==> src/rtl/sdemux_stream.sv <==
// Registered 1-to-N valid/ready stream demultiplexer with one-entry buffer per channel.
// Optional broadcast to all channels is built when SDEMUX_BROADCAST_EN is defined.
module sdemux_stream #(
    parameter int WIDTH    = 16,
    parameter int CHANNELS = 8,
    localparam int SEL_W   = (CHANNELS > 1) ? $clog2(CHANNELS) : 1
) (
    input  logic                      clk,
    input  logic                      rst_n,
    input  logic                      in_valid,
    output logic                      in_ready,
    input  logic [WIDTH-1:0]          in_data,
    input  logic [SEL_W-1:0]          in_sel,
    input  logic                      in_bcast,
    output logic [CHANNELS-1:0]       out_valid,
    input  logic [CHANNELS-1:0]       out_ready,
    output logic [CHANNELS*WIDTH-1:0] out_data,
    output logic                      drop_err,
    output logic [7:0]                drop_cnt
);

    localparam logic [SEL_W:0] CH_LIMIT = (SEL_W + 1)'(CHANNELS);
    localparam logic [7:0]     CNT_MAX  = 8'hFF;

    logic [CHANNELS-1:0]            out_valid_q, out_valid_d;
    logic [CHANNELS-1:0][WIDTH-1:0] data_q, data_d;
    logic                           drop_err_q, drop_err_d;
    logic [7:0]                     drop_cnt_q, drop_cnt_d;

    logic                in_range;
    logic                bcast;
    logic                accept;
    logic                drop;
    logic [CHANNELS-1:0] hit;
    logic [CHANNELS-1:0] slot_free;
    logic [CHANNELS-1:0] wr;

`ifdef SDEMUX_BROADCAST_EN
    assign bcast = in_bcast;
`else
    logic unused_bcast;
    assign unused_bcast = in_bcast;
    assign bcast        = 1'b0;
`endif

    // Only the addressed channel's state gates in_ready, so channels never block each other.
    always_comb begin
        // NOTE: every signal assigned here gets a default first so no latch is inferred.
        in_range  = ({1'b0, in_sel} < CH_LIMIT);
        hit       = '0;
        slot_free = '0;
        for (int k = 0; k < CHANNELS; k++) begin
            hit[k]       = in_range && (in_sel == SEL_W'(k));
            slot_free[k] = !out_valid_q[k] || out_ready[k];
        end

        if (bcast) begin
            in_ready = &slot_free;
        end else if (in_range) begin
            in_ready = |(hit & slot_free);
        end else begin
            in_ready = 1'b1;
        end

        accept = in_valid && in_ready;
        drop   = accept && !bcast && !in_range;
        wr     = '0;
        if (accept) begin
            wr = bcast ? {CHANNELS{1'b1}} : hit;
        end
    end

    always_comb begin
        out_valid_d = out_valid_q;
        data_d      = data_q;
        for (int k = 0; k < CHANNELS; k++) begin
            if (wr[k]) begin
                out_valid_d[k] = 1'b1;
                data_d[k]      = in_data;
            end else if (out_ready[k]) begin
                out_valid_d[k] = 1'b0;
            end
        end

        drop_err_d = drop;
        drop_cnt_d = drop_cnt_q;
        if (drop && (drop_cnt_q != CNT_MAX)) begin
            drop_cnt_d = drop_cnt_q + 8'd1;
        end
    end

    always_ff @(posedge clk or negedge rst_n) begin
        if (!rst_n) begin
            out_valid_q <= '0;
            // NOTE: the data registers are reset too, because out_data must read zero after reset.
            data_q      <= '0;
            drop_err_q  <= 1'b0;
            drop_cnt_q  <= '0;
        end else begin
            // NOTE: non-blocking assignments keep every flop sampling pre-edge values.
            out_valid_q <= out_valid_d;
            data_q      <= data_d;
            drop_err_q  <= drop_err_d;
            drop_cnt_q  <= drop_cnt_d;
        end
    end

    assign out_valid = out_valid_q;
    assign out_data  = data_q;
    assign drop_err  = drop_err_q;
    assign drop_cnt  = drop_cnt_q;

endmodule

==> config.mk <==
export PLATFORM = sky130hd
export DESIGN_NAME = sdemux_stream
export DESIGN_NICKNAME = d
export VERILOG_FILES = /design/src/rtl/sdemux_stream.sv
export SDC_FILE = /design/constraint.sdc
export NUM_CORES = 1
export LEC_CHECK = 0
export CAP_MARGIN = 40
export CORE_AREA = 2 2 110 112
export CTS_BUF_LIST = sky130_fd_sc_hd__clkbuf_4
export CTS_CLUSTER_SIZE = 16
export DETAILED_ROUTE_END_ITERATION = 10
export DIE_AREA = 0 0 112 114
export MAX_ROUTING_LAYER = met4
export PLACE_DENSITY = 0.81
export SYNTH_ARGS = -nofsm -noshare
export SYNTH_HDL_FRONTEND = slang
export SYNTH_SLANG_ARGS = --single-unit
==> constraint.sdc <==
create_clock -name clk -period 2 [get_ports clk]
set_input_delay 0.2 -clock clk [delete_from_list [all_inputs] [get_ports clk]]
set_output_delay 0.2 -clock clk [all_outputs]
set_load 0.05 [all_outputs]
# ---- Word level (Yosys, flattened, before mapping)
# Cells that the tools add are included.
dict set report word_totals {
  reg_bits 136
  input_bits 31
  out_inout_bits 146
  elab_cells 68
}
dict set report classes {
  eq_ne 7
  mux 17
  n_bitwise 1
  reduce_logical 27
}
# op count
set op_table {}
lappend op_table {{2-to-1 mux 1 bit} 16}
lappend op_table {{nonzero test 2 bit} 8}
lappend op_table {{equality test 3 bit (second input constant)} 4}
lappend op_table {{AND 8 bit} 1}
lappend op_table {{logical NOT 1 bit} 8}
lappend op_table {{logical OR 1 bit} 8}
lappend op_table {{2-to-1 mux 8 bit} 1}
lappend op_table {{OR reduction 8 bit} 1}
lappend op_table {{equality test 3 x 2 -> 1 bit (second input constant)} 2}
lappend op_table {{equality test 3 x 1 -> 1 bit (second input constant)} 1}
lappend op_table {{logical NOT 3 bit} 1}
lappend op_table {{logical AND 1 bit} 1}

# ---- Depth between registers and ports, before layout
dict set report logic_depth {
  word_depth 7
  ltp_mapped 6
  depth_no_buf 3
}

# ---- Least setup slack after synthesis
# Ideal clock, no wire load.
dict set report synth_timing {
  path_type {register to output}
  start {register out_valid_q[4] (netlist: out_valid[4])}
  end {output in_ready}
  arrival_time_ns 2.096
  required_ns 1.800
  slack_ns -0.296
  stages_incl_launch_ff 4
  n_path_buf 0
  cell_sequence {dfrtp_1 > nor2b_1 > mux4_1 > mux2i_1}
}
dict set report synth_via {
  elab_chain_len 4
}
# element line_no
set synth_rtl {}
lappend synth_rtl {{from (decl)} 25} ;# logic [CHANNELS-1:0] out_valid_q, out_valid_d;
lappend synth_rtl {{from (signal assigned)} 101} ;# out_valid_q <= out_valid_d;
lappend synth_rtl {{logical NOT 1 bit} 54} ;# slot_free[k] = !out_valid_q[k] || out_ready[k];
lappend synth_rtl {{logical OR 1 bit} 54}
lappend synth_rtl {{AND 8 bit} 60} ;# in_ready = |(hit & slot_free);
lappend synth_rtl {{OR reduction 8 bit} 60}
lappend synth_rtl {{to (decl)} 11} ;# output logic in_ready,
# No other way between the ends.

# ---- Final worst setup path
dict set report layout_timing {
  start {register out_valid_q[6] (netlist: out_valid[6])}
  end {output in_ready}
}
# The elaborated chain is that of the path after synthesis.

==> metrics.md <==
| Metric | Value |
|---|---|
| Detailed Place HPWL | 9340 microns |
| Slew at the pin with the worst max-slew slack | 595 ps |
| R2r endpoint | out_data[107]$_DFFE_PN0P_ |
| DRT Pass-1 Iters | 4 |
| Nature of the critical path endpoint | output pin |
| Clock Tree Root | clkbuf_4 |
| Critical Path AT | 1900 ps |
| Metal1 wirelength | 5510 microns |
| Slew Viols, Final | 0 |
| Final Wtd Congestion | 0.806 |
| Worst slew margin | 60.3% |
| Diodes inserted | 0 |
| DRC errors left | 0 |
| Initial antenna violation count | 0 |
| Area Overhead vs Synth | 44.7% |
| Worst-path clk slew | 120 ps |
| Final Cycle Share | 105% |
| Internal reg-to-reg setup slack | 320 ps |
| #FFs+latches synth | 136 |
| Commonest non-fill, non-tap cell in the layout | dfrtp_1 |
| Die Span X | 112 microns |
| Setup ws final | -104 ps |
| Starting Density | 45.8% |
| Routed length on met3 | 1040 microns |
| Core Area | 11700 sq um |
| Clock tree sinks | 136 |
| Worst-path fanout max | 3 |
| Peak VDD IR | 0.836 mV |
| Unrepaired setup endpoints after global routing | true |
| Die area | 12800 sq um |
| Clk_lat worst skew | 520 ps |
| GRT Util Overall | 22.7% |
| Highest routed layer | met4 |
| Share of layout cells above drive strength 1 | 39.1% |
| HP Class | in -> async |
| Register area share after synthesis | 63.5% |
| PD cells | 1230 nW/um^2 |
| Largest net degree at the start of global routing | 55 |
| Vias in the first global route | 3846 |
| Fin util | 66.3% |
| Leakage | 3.72 nW |
| CP required | 1800 ps |
| GRT Residual Overflow | 0 |
| Routed wire length per instance | 19.7 microns |
| FF-to-FF path depth | 3 |
| YS warnings | 0 |
| Num CTS Buffers | 17 |
| Cells after Synth | 322 |
| Worst-case clock buffer depth | 2 |
| Crit path kind | reg -> out |
| Avg Synthesized Cell Area | 16.7 sq um |
| Max Freq | 475 MHz |
| Placed Instances | 641 |
| Vias | 3470 |
| Most frequent cells in the layout | dfrtp_1, clkdlybuf4s50_1, mux2_2 |
| Status | finished, violations left |
| # Max-Cap Violations | 0 |
| I/O pin total | 177 |
| First DRT Iteration DRCs | 130 |
| Total Wirelength | 13500 microns |
| Failing checks | setup timing |
| Routed Antenna Nets | 0 |
| Wire length on met2 | 6760 microns |
| Die Height | 114 microns |
| Non-filler cells, final | 684 |
| Final Skew | 9.96 ps |
| CTS tree | done |
| Final setup TNS | -104 ps |
| Final critical-path required period | 2100 ps |
| Final Hold Viols | 0 |
| Post-Synthesis Cell Area | 5360 sq um |
| First-pass GRT wire length | 21300 microns |
| RR Startpoint | out_valid[6]$_DFFE_PN0P_ |
| Via density | 5.07 |
| Port Buffers | 166 |
| Nets | 556 |
| CP Launch Type | flop |
| Final setup vio count | 1 |
| H-tree levels | 4 |
| Row Count | 40 |
| Count of cell types in the netlist | 24 |
[synth_stat cells]
| master | count | area [sq um] |
|---|---|---|
| nor2b_1 | 9 | 56.3 |
| nor2_1 | 1 | 3.75 |
| buf_4 | 11 | 82.6 |
| or2_2 | 2 | 12.5 |
| or3_1 | 1 | 6.26 |
| nor4_4 | 3 | 63.8 |
| nor3_2 | 1 | 10.0 |
| dfrtp_1 | 136 | 3400 |
| mux2i_1 | 1 | 10.0 |
| buf_6 | 3 | 33.8 |
| o21ai_0 | 2 | 10.0 |
| or4_4 | 1 | 11.3 |
| mux4_1 | 2 | 52.6 |
| conb_1 | 1 | 3.75 |
| mux2_2 | 119 | 1340 |
| buf_2 | 6 | 30.0 |
| a21o_1 | 2 | 15.0 |
| mux2_4 | 9 | 135 |
| nand3_1 | 1 | 5.00 |
| nand2_1 | 2 | 7.51 |
| nand4_1 | 2 | 12.5 |
| buf_12 | 1 | 20.0 |
| inv_4 | 1 | 6.26 |
| nand2b_1 | 5 | 31.3 |
[worst max-delay path: stages (launching register included)]
cell and delay [ps]:
dfrtp_1 390, nor2b_2 160, mux4_2 490, mux2i_4 190, buf_12 160
[cell type report]
| cell class | count | area (sq um) |
|---|---|---|
| Timing Repair Buffer | 197 | 2060 |
| Fill cell | 856 | 3950 |
| Clock inverter | 14 | 110 |
| Inverter | 1 | 6.26 |
| Tap cell | 147 | 184 |
| Sequential cell | 136 | 3400 |
| Multi-Input combinational cell | 172 | 1870 |
| Clock buffer | 17 | 128 |
[state kept, by name (all words and copies together), names as in the netlist]
signal / count
out_data: 128
out_valid: 8
[through the flow]
stage | cell area [sq um] | hold WS, ps | total power, W | setup WS, ps
6_report | 7760 | 167 | 0.00958 | -104
5_1_grt | 7760 | 166 | 0.00996 | -205
4_1_cts | 7660 | 143 | 0.00967 | -155
3_5_place_dp | 7320 | 204 | 0.00806 | -61.7
3_3_place_gp | 7320 | 192 | 0.00798 | -48.7
2_1_floorplan | 5410 | -95.6 | 0.00645 | 68.7
[layer usage]
metal  GRT usage (%)  up-vias
li1                -     1530
met1            26.6     1800
met2            36.4      125
met3            9.14       15
met4            6.99        0
met5               -        -
[cells by family after synthesis]
family / after synthesis / synth area share, %
and+or+nand+nor: 28 / 4.11
muxes: 131 / 28.7
other: 1 / 0.0699
buffers and inverters: 22 / 3.22
DFF: 136 / 63.5
AOI/OAI and AO/OA: 4 / 0.467
[worst max path at each step]
| stage | from | endpoint | slack [ps] | cells after the start |
|---|---|---|---|---|
| floorplan | out_valid[4]$_DFFE_PN0P_ | out_data[70]$_DFFE_PN0P_ | 70 | 4 |
| global placement | in_sel[1] | out_data[103]$_DFFE_PN0P_ | -50 | 5 |
| detailed placement | in_sel[1] | out_data[105]$_DFFE_PN0P_ | -60 | 5 |
| CTS | out_valid[7]$_DFFE_PN0P_ | in_ready | -150 | 4 |
| global route | out_valid[3]$_DFFE_PN0P_ | in_ready | -200 | 4 |
| finish | out_valid[6]$_DFFE_PN0P_ | in_ready | -100 | 4 |
[power breakdown]
part	internal, W	switching [W]
clock	0.000592	0.000986
sequential	0.00334	0.000311
combinational	0.00153	0.00282
total	0.00546	0.00412
[what timing repair did]
item / 4_1_cts / 5_1_grt
pin swaps: 0 / 0
buffers inserted: 10 / 1
endpoints found under the setup margin: 1 / 38
resized for setup: 18 / 38
endpoints found under the hold margin: 36 / 0
hold buffers: 1 / 0
No activity file was read; power rests on OpenSTA's default activity.
